File: src/rtl/mdu_alu_sequencer.sv
// Multi-cycle MULT/MULTU/DIV/DIVU sequencer that borrows the shared add/sub ALU.
// Shift-add multiply and restoring divide on magnitudes; signs are applied in FIX.
module mdu_alu_sequencer #(
    parameter int         DATA_W  = 32,
    parameter logic [3:0] ALU_ADD = 4'b0010,
    parameter logic [3:0] ALU_SUB = 4'b0110
) (
    input  logic              i_clk,
    input  logic              i_rst_n,
    input  logic              i_start,
    input  logic [1:0]        i_op,
    input  logic [DATA_W-1:0] i_src_a,
    input  logic [DATA_W-1:0] i_src_b,
    input  logic              i_abort,
    output logic              o_busy,
    output logic              o_done,
    output logic [DATA_W-1:0] o_hi,
    output logic [DATA_W-1:0] o_lo,
    output logic              o_div_by_zero,
    output logic              o_alu_req,
    output logic [DATA_W-1:0] o_alu_a,
    output logic [DATA_W-1:0] o_alu_b,
    output logic [3:0]        o_alu_control,
    input  logic [DATA_W-1:0] i_alu_result
);

    localparam int               CNT_W    = $clog2(DATA_W);
    localparam logic [CNT_W-1:0] CNT_LAST = CNT_W'(DATA_W - 1);

    typedef enum logic [2:0] {
        S_IDLE,
        S_PREP,
        S_ITER,
        S_FIX,
        S_DONE
    } state_t;

    state_t              r_state;
    logic [CNT_W-1:0]    r_cnt;
    logic                r_is_div;
    logic                r_sa;
    logic                r_sb;
    logic [DATA_W-1:0]   r_a_abs;
    logic [DATA_W-1:0]   r_b_abs;
    logic [DATA_W-1:0]   r_acc;
    logic [DATA_W-1:0]   r_wrk;
    logic [DATA_W-1:0]   r_hi;
    logic [DATA_W-1:0]   r_lo;
    logic                r_busy;
    logic                r_done;
    logic                r_dbz;
    logic                r_alu_req;

    function automatic logic [DATA_W-1:0] f_neg(input logic [DATA_W-1:0] x);
        logic signed [DATA_W-1:0] s;
        s = signed'(x);
        return unsigned'(-s);
    endfunction

    function automatic logic [2*DATA_W-1:0] f_neg2(input logic [2*DATA_W-1:0] x);
        logic signed [2*DATA_W-1:0] s;
        s = signed'(x);
        return unsigned'(-s);
    endfunction

    logic                w_sa_in;
    logic                w_sb_in;
    logic [DATA_W-1:0]   w_a_abs_in;
    logic [DATA_W-1:0]   w_b_abs_in;
    logic [DATA_W-1:0]   w_div_p;
    logic                w_div_take;
    logic                w_carry;
    logic [DATA_W-1:0]   w_alu_a;
    logic [DATA_W-1:0]   w_alu_b;
    logic [2*DATA_W-1:0] w_prod;
    logic [DATA_W-1:0]   w_quo;
    logic [DATA_W-1:0]   w_rem;

    // Sign bits only matter for the signed ops; unsigned operands pass through raw.
    assign w_sa_in    = i_op[1] & i_src_a[DATA_W-1];
    assign w_sb_in    = i_op[1] & i_src_b[DATA_W-1];
    assign w_a_abs_in = w_sa_in ? f_neg(i_src_a) : i_src_a;
    assign w_b_abs_in = w_sb_in ? f_neg(i_src_b) : i_src_b;

    assign w_div_p    = {r_acc[DATA_W-2:0], r_wrk[DATA_W-1]};
    assign w_div_take = r_acc[DATA_W-1] | (w_div_p >= r_b_abs);
    assign w_carry    = i_alu_result < r_acc;

    assign w_alu_a = r_is_div ? w_div_p : r_acc;
    assign w_alu_b = (r_is_div || r_wrk[0]) ? r_b_abs : '0;

    assign w_prod = (r_sa ^ r_sb) ? f_neg2({r_acc, r_wrk}) : {r_acc, r_wrk};
    assign w_quo  = (r_sa ^ r_sb) ? f_neg(r_wrk) : r_wrk;
    assign w_rem  = r_sa ? f_neg(r_acc) : r_acc;

    assign o_busy        = r_busy;
    assign o_done        = r_done;
    assign o_hi          = r_hi;
    assign o_lo          = r_lo;
    assign o_div_by_zero = r_dbz;
    assign o_alu_req     = r_alu_req;
    assign o_alu_a       = r_alu_req ? w_alu_a : '0;
    assign o_alu_b       = r_alu_req ? w_alu_b : '0;
    assign o_alu_control = (r_alu_req && r_is_div) ? ALU_SUB : ALU_ADD;

    always_ff @(posedge i_clk) begin
        if (!i_rst_n) begin
            r_state   <= S_IDLE;
            r_cnt     <= '0;
            r_hi      <= '0;
            r_lo      <= '0;
            r_busy    <= 1'b0;
            r_done    <= 1'b0;
            r_dbz     <= 1'b0;
            r_alu_req <= 1'b0;
        end else begin
            r_done <= 1'b0;
            case (r_state)
                S_IDLE: begin
                    if (i_start && !i_abort) begin
                        r_is_div <= i_op[0];
                        r_sa     <= w_sa_in;
                        r_sb     <= w_sb_in;
                        r_a_abs  <= w_a_abs_in;
                        r_b_abs  <= w_b_abs_in;
                        r_busy   <= 1'b1;
                        r_state  <= S_PREP;
                    end
                end
                S_PREP: begin
                    if (i_abort) begin
                        r_busy  <= 1'b0;
                        r_state <= S_IDLE;
                    end else begin
                        r_acc <= '0;
                        r_wrk <= r_a_abs;
                        r_cnt <= '0;
                        if (r_is_div && (r_b_abs == '0)) begin
                            // Re-signing |a| restores the raw dividend for hi.
                            r_hi    <= r_sa ? f_neg(r_a_abs) : r_a_abs;
                            r_lo    <= '1;
                            r_dbz   <= 1'b1;
                            r_done  <= 1'b1;
                            r_busy  <= 1'b0;
                            r_state <= S_DONE;
                        end else begin
                            r_alu_req <= 1'b1;
                            r_state   <= S_ITER;
                        end
                    end
                end
                S_ITER: begin
                    if (i_abort) begin
                        r_busy    <= 1'b0;
                        r_alu_req <= 1'b0;
                        r_state   <= S_IDLE;
                    end else begin
                        if (r_is_div) begin
                            r_acc <= w_div_take ? i_alu_result : w_div_p;
                            r_wrk <= {r_wrk[DATA_W-2:0], w_div_take};
                        end else begin
                            r_acc <= {w_carry, i_alu_result[DATA_W-1:1]};
                            r_wrk <= {i_alu_result[0], r_wrk[DATA_W-1:1]};
                        end
                        r_cnt <= r_cnt + CNT_W'(1);
                        if (r_cnt == CNT_LAST) begin
                            r_alu_req <= 1'b0;
                            r_state   <= S_FIX;
                        end
                    end
                end
                S_FIX: begin
                    if (i_abort) begin
                        r_busy  <= 1'b0;
                        r_state <= S_IDLE;
                    end else begin
                        if (r_is_div) begin
                            r_hi <= w_rem;
                            r_lo <= w_quo;
                        end else begin
                            r_hi <= w_prod[2*DATA_W-1:DATA_W];
                            r_lo <= w_prod[DATA_W-1:0];
                        end
                        r_dbz   <= 1'b0;
                        r_done  <= 1'b1;
                        r_busy  <= 1'b0;
                        r_state <= S_DONE;
                    end
                end
                S_DONE: begin
                    r_state <= S_IDLE;
                end
                default: begin
                    r_busy    <= 1'b0;
                    r_alu_req <= 1'b0;
                    r_state   <= S_IDLE;
                end
            endcase
        end
    end

endmodule

File: config.mk
export PLATFORM = sky130hd
export DESIGN_NAME = mdu_alu_sequencer
export DESIGN_NICKNAME = d
export VERILOG_FILES = /design/src/rtl/mdu_alu_sequencer.sv
export SDC_FILE = /design/constraint.sdc
export NUM_CORES = 1
export LEC_CHECK = 0
export CAP_MARGIN = 10
export CORE_ASPECT_RATIO = 0.9
export CORE_MARGIN = 4
export CORE_UTILIZATION = 50
export DETAILED_ROUTE_END_ITERATION = 6
export PLACE_DENSITY = 0.76
export SLEW_MARGIN = 10
export SYNTH_ARGS = -nofsm -noshare
export SYNTH_HDL_FRONTEND = slang
export SYNTH_SLANG_ARGS = --single-unit
File: constraint.sdc
create_clock -name i_clk -period 13.26 [get_ports i_clk]
set_input_delay 2.652 -clock i_clk [delete_from_list [all_inputs] [get_ports i_clk]]
set_output_delay 2.652 -clock i_clk [all_outputs]
set_load 0.005 [all_outputs]
After elaboration in Yosys (flattened, before gate mapping):

Index checks and enable logic that the tools add are counted.

* $add $sub $neg: 7
* magnitude comparators: 2
* eq/ne operators: 14
* mux-type cells: 58
* bitwise operators: 6
* reduce and logical (&&, ||, !) cells: 17

Operators with widths (count)
* $mux 32: 24
* $pmux 32 s2: 4
* $neg 32->32: 5
* $mux 64: 1
* $neg 64->64: 1
* $ge 32x32->1: 1
* $logic_not 32->1: 1
* $lt 32x32->1: 1
* $mux 3: 7
* $reduce_and 4->1: 4
* $mux 1: 14
* $ne 2x2->1 const B: 7
* $pmux 3 s4: 1
* $mux 5: 2
* $pmux 5 s2: 1
* $eq 3x2->1 const B: 2
* $ne 3x3->1 const B: 2
* $reduce_and 3->1: 2
* $add 5x1->5 const B: 1
* $eq 5x5->1 const B: 1
* $pmux 1 s2: 2
* $pmux 1 s4: 1
* $reduce_bool 2->1: 2
* $eq 3x1->1 const B: 1
* 12 further kinds: 16

* flip-flop bits (word level): 207
* bits of input ports: 102
* output and inout port bits: 136
* word-level logic and storage cells: 119

Longest topological paths before layout:

* depth in word-level cells: 6
* depth in mapped cells: 10
* depth with buffers taken out: 10

Worst setup path before layout:

No wires, ideal clock.

* path kind: input to register
* start: input port i_abort
* end: register r_a_abs[0] (enable)
* library setup time: 0.657 ns
* data arrival time: 9.371 ns
* data required time: 12.603 ns
* slack: 3.231 ns
* cell stages on the path: 3
* path buffers: 1
* cell sequence: clkbuf_1 nand2b_1 nor4_1

* longest elaborated chain between the ends: 3

Ends and longest elaborated chain
* from (decl): RTL line 14 `input logic i_abort,`
* $logic_not 1->1: RTL line 120 `if (i_start && !i_abort) begin`
* $logic_and 1x1->1: RTL line 120
* $reduce_and 3->1 (no line)
* to (signal assigned): RTL line 124 `r_a_abs <= w_a_abs_in;`
* to (decl): RTL line 43 `logic [DATA_W-1:0] r_a_abs;`

No other way between the ends.
A chain may end at the register's enable or synchronous reset.

Worst setup path in the final report:

* start: register r_is_div
* end: output port o_alu_a[15]

* longest elaborated chain between the ends: 2

Ends and longest elaborated chain
* from (decl): RTL line 40 `logic r_is_div;`
* from (signal assigned): RTL line 121 `r_is_div <= i_op[0];`
* $mux 32: RTL line 89 `assign w_alu_a = r_is_div ? w_div_p : r_acc;`
* $mux 32: RTL line 102 `assign o_alu_a = r_alu_req ? w_alu_a : '0;`
* to (decl): RTL line 21 `output logic [DATA_W-1:0] o_alu_a,`

No other way between the ends.

==> parameters.txt <==
Parameter                              Value

Outcome
  Result of the run    finished, final reports clean

Critical path
  CP Launch Point    r_is_div
  Critical path arrival    3240 ps
  Data required time at the worst endpoint    10,610 ps
  Reg-to-reg slack, setup    8660 ps
  Critical path fanouts, max    66
  Reg-to-reg startpoint    r_is_div
  Critical Setup Path Class    flip-flop to primary output
  CP Launch Type    flip-flop
  Number of cells traversed by the worst register-to-register path    9
  Endpoint of the most critical setup path    o_alu_a[15]
  Crit Reg-Reg Endpoint    o_hi[0]
  Critical path endpoint category    primary output

Worst hold path
  Classification of the worst-slack hold path    flip-flop to flip-flop

Placement
  Post-DP Area    17,100 µm²
  Post-Place Cells    2,187
  Gpl congestion    0.950
  Port-buffer cells    234
  HPWL Detailed    36,100 µm

Route
  Via density    6.23
  Iter 0 DRT Violations    1,725
  Total length of routed wires    48,300 µm
  Remaining design rule violation count    0
  Routed wire per std cell    21.7 µm
  Routed vias    13,900
  Number of iterations in the first detailed-routing pass    6
  Number of routed nets with antenna violations    0

Global route
  Remaining global-route overflow    0
  Global routing usage summed across all routing layers    28.8%
  Pin count of the biggest net entering global routing    68
  Number of antenna violations at the first check in global routing    0
  Global-route wire length before repair    74,200 µm
  Number of global-route vias before repair    13,000

Floorplanning
  Number of placement rows    58
  I/O pins    238
  Starting density of the core    51.4%
  Die area    31,900 µm²
  Die span in y    170 µm
  Area of the core    28,300 µm²
  Die extent in x    188 µm

Cells and area
  Most common cell after layout, fill and taps aside    clkdlybuf4s50_1
  Non-Filler Cell Area, Final    17,900 µm²
  Layout area overhead    23.2%
  Share of layout cells above drive strength 1    5.02%
  Net count reported at finish    2,025
  Commonest cells after routing, fill and taps aside    234 x clkdlybuf4s50_1, 184 x o21ai_0, 133 x a21oi_1
  Utilization after layout    63.3%
  Filler cell count in the final layout    2,408
  Diodes inserted    0
  Final standard cell count with taps included and fillers excluded    2,231

Timing
  Unrepaired setup endpoints after global routing    no
  Part of the cycle the worst path needs    44.4%
  Slew margin rel.    20.2%
  Maximum clock frequency    170 MHz
  Number of hold violations in the final report    0
  Number of slew-limit violations in the final report    0
  Measured slew at the worst slew-check pin    1200 ps
  Min Hold Slack    480 ps
  Time the worst path needs with I/O delays and setup    5890 ps
  Final setup violation count    0
  Total negative slack    0 ps
  Largest clock skew in the final design    20.1 ps

Clocking
  Number of setup buffers added after CTS    0
  Clock tree root driver cell    clkbuf_16
  Hold-fix buffers, CTS    0
  Number of buffers created by CTS    24
  Clock transition at the register clock pins on the worst setup and hold paths after CTS    70 ps
  Resized cells post-CTS    0
  TritonCTS clock tree    built
  Total number of H-tree levels    1
  Clock network latency to the later pin of the worst-skew pair    530 ps
  Total clock sinks    207
  CTS Buffer Depth    3

Logic synthesis
  Cells taking the most area after synthesis    edfxtp_1 27%, dfxtp_1 10%, o21ai_0 6.3%, ha_1 6.0%, a21oi_1 4.6%
  Sequential element share of the synthesized area    37.5%
  Mean Syn Cell Area    8.65 µm²
  Ys flop type    edfxtp_1
  Synthesized flop and latch total    207
  Number of distinct library cell variants in the gate-level netlist after synthesis    65
  Cell taking the most area after synthesis    edfxtp_1
  Fraction of synthesis flops using an asynchronous set or reset pin    0%
  Number of warnings reported in the yosys synthesis log    0
  EDFF count, synth    131
  Synthesized netlist cell count    1,681
  Portion of synthesized cell area occupied by the leading cell type    27.0%
  Cell area after technology mapping    14,500 µm²

Pwr
  Combinational cell fraction of total power    13.9%
  Static Leakage    6.78 nW
  Cell-internal power    1.20 mW
  Part of the power in registers    44.6%
  Total power density per cell area    91.1 nW/µm²
  Highest ir drop seen on vdd    0.0000747 V
  Switching part of the total    26.3%
  Switching power of the nets    0.430 mW
  Portion of total power attributed to the clock network    41.5%

Flow run
  Max Cap Viol    0
==> worst min path at each step <==
stage	from	endpoint	slack, ps	cells after the start
6_report	o_hi[3]	o_hi[3]	480	2
5_1_grt	o_hi[3]	o_hi[3]	500	2
4_1_cts	o_hi[3]	o_hi[3]	490	2
3_5_place_dp	o_hi[9]	o_hi[9]	470	2
3_3_place_gp	o_hi[9]	o_hi[9]	450	2
2_1_floorplan	o_hi[3]	o_hi[3]	430	2
==> sequential cells by signal (all words and copies together), names as in the netlist, 3 cells and up <==
name,cells
o_lo,32
o_hi,32
r_b_abs,32
r_state,3
r_cnt,5
r_a_abs,32
r_wrk,32
r_acc,32
==> power groups by stage <==
stage	Clock, mW	Combinational, mW	Sequential [mW]
after global routing	0.709	0.248	0.729
after floorplan	0	0.129	0.731
after CTS	0.681	0.225	0.727
after global placement	0	0.217	0.740
after detailed placement	0	0.223	0.741
final	0.678	0.227	0.728
==> Yosys cell counts, drive strengths merged (47+ instances only) <==
cell type,number
nor2,109
xor2,73
mux2i,65
xnor2,73
o21ai,187
a21oi,134
dfxtp,76
clkbuf,98
edfxtp,131
ha,70
a31oi,49
nor3,47
nand2,108
inv,90
==> cell families (layout without fill, tap and decap cells) <==
family                   Yosys count  after routing  synth area share (%)
flip-flops                       207            207                  37.5
other                              2              3                0.0516
XOR/XNOR                         146            146                  8.79
buffers and inverters            199            388                  5.23
AO/OA/AOI/OAI                    498            498                  20.4
AND/OR/NAND/NOR                  494            494                  17.5
multiplexers                      65             65                  4.47
adder cells (fa/ha/maj)           70             70                  6.02
==> critical path, cell delays in order (launching register included) <==
cell and delay [ps]:
edfxtp_1 340, buf_4 610, buf_4 810, nand2_1 90, a21boi_0 250, clkdlybuf4s50_1 550
==> per-layer routing <==
layer	routed length (µm)	up-vias	global-route usage [%]
met3	5410	63	7.10
met2	20500	763	42.4
met5	0	-	0
met1	21500	6586	43.0
li1	-	6489	-
met4	944	0	6.16
==> layout make-up <==
class | count | area (µm²) | area share (%)
clock buffers | 28 | 689 | 3.85
clock inverters | 16 | 125 | 0.698
inverters | 90 | 338 | 1.88
multi-input cells | 1276 | 8380 | 46.7
flip-flops and latches | 207 | 5460 | 30.4
well taps | 360 | 450 | 2.51
repair buffers | 254 | 2490 | 13.9
==> stage by stage <==
stage          worst slack [ps]  power [mW]
6_report                   7370        1.63
5_1_grt                    7180        1.69
4_1_cts                    7350        1.63
3_5_place_dp               7640       0.964
3_3_place_gp               7750       0.958
2_1_floorplan              3230       0.861
No activity file was read; power rests on OpenSTA's default activity.
